--- src/rtl/world_clock_pkg.sv ---
// Shared types and constants for the world-clock scheduler.
// Zone indices, FSM states and sentinel values.
package world_clock_pkg;

    localparam int NZONE = 4;
    localparam logic [4:0] HOUR_INVALID = 5'd31;
    localparam logic [4:0] HOUR_MAX = 5'd23;

    typedef logic [1:0] zone_t;

    localparam zone_t ZONE_KST = 2'd0;
    localparam zone_t ZONE_CET = 2'd1;
    localparam zone_t ZONE_EST = 2'd2;
    localparam zone_t ZONE_UTC = 2'd3;

    typedef enum logic [1:0] {
        IDLE,
        SWEEP,
        DONE
    } state_e;

endpackage

--- src/rtl/world_clock_sched_if.sv ---
// Link between the scheduler and the combinational converter.
// master: drives conv_hour/tz_sel, reads hour24. slave: converter side.
interface world_clock_sched_if;
    logic [4:0] conv_hour;
    logic [1:0] tz_sel;
    logic [4:0] hour24;

    modport master (
        output conv_hour,
        output tz_sel,
        input  hour24
    );

    modport slave (
        input  conv_hour,
        input  tz_sel,
        output hour24
    );
endinterface

--- src/rtl/world_clock_sched_zone_rotator.sv ---
// Displayed-zone rotator: dwell timer on tick_1hz plus button advance.
// Ports: clk, rst_n, tick_1hz, btn_next, auto_en -> disp_idx.
module zone_rotator
    import world_clock_pkg::*;
#(
    parameter int DWELL_S = 5
) (
    input  logic  clk,
    input  logic  rst_n,
    input  logic  tick_1hz,
    input  logic  btn_next,
    input  logic  auto_en,
    output zone_t disp_idx
);

    localparam logic [5:0] DWELL_LAST = 6'(DWELL_S - 1);

    logic [5:0] dwell_cnt_q;
    logic [5:0] dwell_cnt_d;
    zone_t      disp_idx_q;
    zone_t      disp_idx_d;
    logic       expire;
    logic       adv;

    // Button and expiry in the same cycle collapse into one advance.
    always_comb begin
        expire = auto_en && tick_1hz && (dwell_cnt_q == DWELL_LAST);
        adv = expire || btn_next;
        dwell_cnt_d = dwell_cnt_q;
        disp_idx_d = disp_idx_q;
        if (adv) begin
            dwell_cnt_d = '0;
            disp_idx_d = disp_idx_q + 2'd1;
        end else if (!auto_en) begin
            dwell_cnt_d = '0;
        end else if (tick_1hz) begin
            dwell_cnt_d = dwell_cnt_q + 6'd1;
        end
    end

    always_ff @(posedge clk or negedge rst_n) begin
        if (!rst_n) begin
            dwell_cnt_q <= '0;
            disp_idx_q <= ZONE_KST;
        end else begin
            dwell_cnt_q <= dwell_cnt_d;
            disp_idx_q <= disp_idx_d;
        end
    end

    assign disp_idx = disp_idx_q;

endmodule

--- src/rtl/world_clock_sched.sv ---
// Time-shares one world-time converter over four zones into a result bank.
// Ports: timekeeping inputs, converter link (conv), status, display outputs.
module world_clock_sched
    import world_clock_pkg::*;
#(
    parameter int DWELL_S = 5
) (
    input  logic                clk,
    input  logic                rst_n,
    input  logic [4:0]          hour_kst,
    input  logic                refresh_req,
    input  logic                tick_1hz,
    input  logic                btn_next,
    input  logic                auto_en,
    world_clock_sched_if.master conv,
    output logic                busy,
    output logic                done,
    output logic                valid,
    output logic [1:0]          disp_idx,
    output logic [4:0]          disp_hour,
    output logic                err_range
);

    state_e     state_q;
    state_e     state_d;
    logic [4:0] conv_hour_q;
    logic [4:0] conv_hour_d;
    logic [4:0] last_hour_q;
    logic [4:0] last_hour_d;
    zone_t      tz_sel_q;
    zone_t      tz_sel_d;
    logic       pend_q;
    logic       pend_d;
    logic       valid_q;
    logic       valid_d;
    logic       err_q;
    logic       err_d;
    logic [4:0] bank_q [NZONE];
    logic [4:0] bank_d [NZONE];
    logic       hour_ok;
    logic       start;

    assign hour_ok = (hour_kst <= HOUR_MAX);
    assign start = (state_q == IDLE) && hour_ok
                && ((hour_kst != last_hour_q) || pend_q);

    always_ff @(posedge clk or negedge rst_n) begin
        if (!rst_n) begin
            state_q <= IDLE;
        end else begin
            state_q <= state_d;
        end
    end

    always_comb begin
        state_d = state_q;
        unique case (state_q)
            IDLE:    if (start) state_d = SWEEP;
            SWEEP:   if (tz_sel_q == ZONE_UTC) state_d = DONE;
            DONE:    state_d = IDLE;
            default: state_d = IDLE;
        endcase
    end

    always_comb begin
        busy = (state_q == SWEEP);
        done = (state_q == DONE);
    end

    // tz_sel_q doubles as the sweep index; it returns to 0 after zone 3.
    always_comb begin
        conv_hour_d = conv_hour_q;
        last_hour_d = last_hour_q;
        tz_sel_d = tz_sel_q;
        valid_d = valid_q;
        err_d = err_q;
        bank_d = bank_q;
        if (start) begin
            pend_d = 1'b0;
        end else if (refresh_req) begin
            pend_d = 1'b1;
        end else begin
            pend_d = pend_q;
        end
        if (state_q == IDLE) begin
            if (start) begin
                conv_hour_d = hour_kst;
                last_hour_d = hour_kst;
                tz_sel_d = ZONE_KST;
            end
            if (!hour_ok) begin
                err_d = 1'b1;
            end
        end
        if (state_q == SWEEP) begin
            bank_d[tz_sel_q] = conv.hour24;
            tz_sel_d = tz_sel_q + 2'd1;
        end
        if (state_q == DONE) begin
            valid_d = 1'b1;
        end
    end

    always_ff @(posedge clk or negedge rst_n) begin
        if (!rst_n) begin
            conv_hour_q <= '0;
            last_hour_q <= HOUR_INVALID;
            tz_sel_q <= ZONE_KST;
            pend_q <= 1'b0;
            valid_q <= 1'b0;
            err_q <= 1'b0;
            for (int i = 0; i < NZONE; i++) begin
                bank_q[i] <= '0;
            end
        end else begin
            conv_hour_q <= conv_hour_d;
            last_hour_q <= last_hour_d;
            tz_sel_q <= tz_sel_d;
            pend_q <= pend_d;
            valid_q <= valid_d;
            err_q <= err_d;
            bank_q <= bank_d;
        end
    end

    zone_rotator #(
        .DWELL_S(DWELL_S)
    ) u_rot (
        .clk(clk),
        .rst_n(rst_n),
        .tick_1hz(tick_1hz),
        .btn_next(btn_next),
        .auto_en(auto_en),
        .disp_idx(disp_idx)
    );

    assign conv.conv_hour = conv_hour_q;
    assign conv.tz_sel = tz_sel_q;
    assign valid = valid_q;
    assign err_range = err_q;
    assign disp_hour = bank_q[disp_idx];

endmodule

--- src/flat_wrapper.sv ---
// flat-port wrapper written by rule: the top's interface ports become plain ports
module world_clock_sched_flat import world_clock_pkg::*;
#(
    parameter int DWELL_S = 5
)
  (clk, rst_n, hour_kst, refresh_req, tick_1hz, btn_next, auto_en, busy, done, valid, disp_idx, disp_hour, err_range, conv_conv_hour, conv_tz_sel, conv_hour24);
  world_clock_sched_if conv_i ();
  input  logic clk;
  input  logic rst_n;
  input  logic [4:0] hour_kst;
  input  logic refresh_req;
  input  logic tick_1hz;
  input  logic btn_next;
  input  logic auto_en;
  output logic busy;
  output logic done;
  output logic valid;
  output logic [1:0] disp_idx;
  output logic [4:0] disp_hour;
  output logic err_range;
  output wire logic [$bits(conv_i.conv_hour)-1:0] conv_conv_hour;
  output wire logic [$bits(conv_i.tz_sel)-1:0] conv_tz_sel;
  input wire logic [$bits(conv_i.hour24)-1:0] conv_hour24;
  assign conv_conv_hour = conv_i.conv_hour;
  assign conv_tz_sel = conv_i.tz_sel;
  assign conv_i.hour24 = conv_hour24;
  world_clock_sched #(.DWELL_S(DWELL_S)) u_core (.clk(clk), .rst_n(rst_n), .hour_kst(hour_kst), .refresh_req(refresh_req), .tick_1hz(tick_1hz), .btn_next(btn_next), .auto_en(auto_en), .conv(conv_i), .busy(busy), .done(done), .valid(valid), .disp_idx(disp_idx), .disp_hour(disp_hour), .err_range(err_range));
endmodule
--- config.mk ---
export PLATFORM = sky130hd
export DESIGN_NAME = world_clock_sched_flat
export DESIGN_NICKNAME = d
export VERILOG_FILES = /design/src/rtl/world_clock_pkg.sv /design/src/rtl/world_clock_sched_if.sv /design/src/rtl/world_clock_sched_zone_rotator.sv /design/src/rtl/world_clock_sched.sv /design/src/flat_wrapper.sv
export SDC_FILE = /design/constraint.sdc
export NUM_CORES = 1
export LEC_CHECK = 0
export BUFFER_PORTS_ARGS = -buffer_cell sky130_fd_sc_hd__buf_4
export CAP_MARGIN = 10
export CORE_ASPECT_RATIO = 1.4
export CORE_UTILIZATION = 42
export CTS_BUF_LIST = sky130_fd_sc_hd__clkbuf_8
export CTS_CLUSTER_DIAMETER = 100
export CTS_CLUSTER_SIZE = 16
export DETAILED_ROUTE_END_ITERATION = 8
export PLACE_DENSITY = 0.69
export SYNTH_ARGS = -nofsm -noshare
export SYNTH_HDL_FRONTEND = slang
export SYNTH_SLANG_ARGS = --single-unit
--- constraint.sdc ---
create_clock -name clk -period 1.55 [get_ports clk]
set_input_delay 0.2325 -clock clk [delete_from_list [all_inputs] [get_ports clk]]
set_output_delay 0.2325 -clock clk [all_outputs]
set_load 0.02 [all_outputs]
==> out/metrics.csv <==
stage,metric,value,unit
timing,finalCritPeriodShare,1.11,
detailed_routing,dr_total_vias,1277,
critical_path,cp_num_buf_inv,2,
critical_path,cp_slowest_stage_delay,0.53,ns
yosys,synth.area.mux_share,0.236,
yosys,ys_ff_latch,45,
critical_path,cp_max_fo,3,
critical_path,crit_path_frequent_cell,buf_6,
placement,numPortBuffers,33,
detailed_routing,route.detailed.drc,0,
critical_path,end_kind,primary output,
timing,hold_violations,0,
finish,syn_to_final_growth,29.6,%
timing,period_minus_slack,1.73,ns
yosys,synth_edf_count,0,
yosys,synthSimpleGateAreaFrac,0.0689,
clock_network,cts_buffers,5,
yosys,netlist_area,2030,µm²
worst_hold_path,hold_depth,3,
critical_path,crit_arrival,1.49,ns
timing,timing.slew.headroom,0.627,
grt,antenna_found_initial,0,
placement,place_hpwl,2760,µm
yosys,netlist_top_cells_count,"dfrtp_1, mux2_2, nor2_1",
worst_hold_path,hold_end,u_core.pend_q$_DFFE_PN0P_,
placement,dp_slack,-0.152,ns
critical_path,reg2reg_depth,4,
timing,setup_ws,-0.176,ns
clock_network,clkSinkCount,45,
timing,tns,-0.923,ns
finish,stdcell_area,2640,µm²
clock_network,root_buffer,clkbuf_8,
yosys,synthTopCellsByArea,"dfrtp_1, mux2_2, dfstp_2",
placement,dpl-instance-area,2410,µm²
critical_path,worst_setup_path_start_kind,register,
status,status,finished with violations,
detailed_routing,dr.pass1.iters,3,
detailed_routing,antenna_left,0,
critical_path,reg2reg_setup_slack,-0.04,ns
yosys,yosysSeqAreaShare,0.557,
yosys,syn_nets,168,
finish,fin_cells,258,
timing,fin_skew,0.00807,ns
grt,grtUsageTotal,0.173,
pwr,leakagePower,0.00118,µW
status,violations,setup timing,
worst_hold_path,worstHoldStart,refresh_req,
yosys,synth_compound_area_frac,0.0277,
detailed_routing,finalWirelength,3770,µm
timing,max_freq,579,MHz
finish,drive_gt1_frac,0.536,
grt,grt_max_degree,46,
yosys,synth_top_area_frac,0.492,
timing,drv_slew,0,
grt,grt_pass1_wl,6490,µm
yosys,ys_warn_count,0,
finish,final_net_count,217,
detailed_routing,drt-vias-per-instance,4.95,
clock_network,clkTransAtPathRegs,0.08,ns
yosys,synthFlopType,dfrtp_1,
yosys,synth_top_family_by_area,multiplexers,
die,io-pin-count,34,
critical_path,worstSetupPathType,reg2out,
timing,tightest_slew,0.559,ns
detailed_routing,post_drt_wl_per_cell,14.6,µm
pwr,vdd_ir_drop_max,1.30,mV
worst_hold_path,hp-class,in2reg,
clock_network,worstSkewPairLatency,0.29,ns
yosys,yosysUniqueCellTypes,30,
die,die_w,60.8,µm
critical_path,cp_slowest_cell,mux4_2,
critical_path,crit_family,multiplexers,
yosys,synthAdderAreaFrac,0.0369,
yosys,async_reset_ff_frac,1.00,
yosys,yosysMostFrequentCell,dfrtp_1,
finish,fin_util,0.572,
die,die-area,5130,µm²
critical_path,r2r-start,u_core.last_hour_q[4]$_DFFE_PN1P_,
timing,setup_violations,10,
pwr,powerDensity,2160,nW/µm²
yosys,synthXorXnorAreaFrac,0.0517,
die,coreArea,4610,µm²
critical_path,worstPathCellList,buf_6 > mux4_2 > buf_6,
yosys,syn_inst,146,
timing,rsz0062_at_grt,true,
clock_network,cts_tree,yes,
die,initial_core_util,0.441,
placement,place.gp.congestion,0.829,
detailed_routing,drt-initial-drc-count,26,
critical_path,required,1.32,ns
finish,antenna_cells,0,
yosys,avgSynthCellArea,13.9,µm²
die,rows,29,
placement,dp.cells,247,
grt,grt_pass1_vias,1417,
yosys,yosys.area.top_type,dfrtp_1,
clock_network,clockBufferDepth,2,
critical_path,r2r_end,u_core.conv.conv_hour[0]$_DFFE_PN0P_,
die,die_h,84.4,µm
grt,grt-ovfl-total,0,
run,max-cap-violations,0,
clock_network,h-tree-depth,2,
[worst max path at each step]
stage | startpoint | endpoint | cells past startpoint
finish | u_core.u_rot.disp_idx[0]$_DFFE_PN0N_ | disp_hour[0] | 3
global route | u_core.u_rot.disp_idx[0]$_DFFE_PN0N_ | disp_hour[0] | 3
detailed placement | u_core.last_hour_q[4]$_DFFE_PN1P_ | u_core.conv.tz_sel[0]$_DFFE_PN0P_ | 5
CTS | u_core.u_rot.disp_idx[0]$_DFFE_PN0N_ | disp_hour[0] | 3
global placement | u_core.last_hour_q[0]$_DFFE_PN1P_ | u_core.conv.conv_hour[1]$_DFFE_PN0P_ | 4
floorplan | u_core.last_hour_q[0]$_DFFE_PN1P_ | u_core.conv.conv_hour[0]$_DFFE_PN0P_ | 5
[layer usage]
layer,global-route usage,up-vias,wire (µm)
li1,-,601,-
met1,0.195,642,1540
met2,0.300,28,2030
met3,0.0493,6,143
met4,0.0682,0,62
met5,0,-,0
[cells by family after synthesis]
logic type	after synthesis
compound gates	7
xor+xnor	12
mux	36
simple gates	30
fa+ha+maj	6
buf+inv	10
flops	45
[cell usage in the layout, fill, tap and decap left out, drive strengths merged, types with 2 or more instances in the layout]
cell type / Yosys / routed
mux4: 5 / 5
clkbuf: 2 / 6
dfrtp: 40 / 40
xnor2: 7 / 7
buf: 2 / 45
nand2: 8 / 8
mux2: 30 / 30
nor2b: 2 / 2
dfstp: 5 / 5
inv: 5 / 6
xor2: 5 / 5
nand4: 3 / 3
ha: 6 / 6
nor2: 12 / 12
[final cells by class]
cell class	instances	area, µm²
clock buffer	6	82.6
clock inverter	2	37.5
fill	412	1970
inverter	6	22.5
multi-input combinational	91	906
sequential	45	1130
tap	62	77.6
timing repair buffer	46	378
[report_power, final]
part	switching (µW)	internal, µW
Combinational	1170	1520
Clock	394	524
Sequential	334	1740
[sequential cells by signal, summed over array words and instances (netlist names)]
signal	cells
u_core.u_rot.dwell_cnt_q	6
u_core.valid	1
u_core.last_hour_q	5
u_core.bank_q	20
u_core.pend_q	1
u_core.u_rot.disp_idx	2
u_core.state_q	2
u_core.err_range	1
u_core.conv.tz_sel	2
u_core.conv.conv_hour	5
[repair_timing]
action                     CTS  global route
pin swaps                    2             1
hold buffers                 1             0
gates resized for setup     14             6
hold endpoints to repair    40             0
setup endpoints to repair   14            36
buffers inserted             1             1
[worst reg2reg max path: cells and delay by family, from the launching register on]
| kind | cells | cell delay [ns] |
|---|---|---|
| mux | 1 | 0.31 |
| simple gates | 1 | 0.12 |
| xor+xnor | 1 | 0.12 |
| compound gates | 1 | 0.35 |
| flops | 1 | 0.57 |
[stage by stage]
stage,power (µW),hold WS (ns)
global route,6050,0.147
floorplan,3670,-0.0631
global placement,4450,0.247
CTS,5710,0.150
finish,5680,0.152
detailed placement,4570,0.268
(Power assumes the default switching activity.)
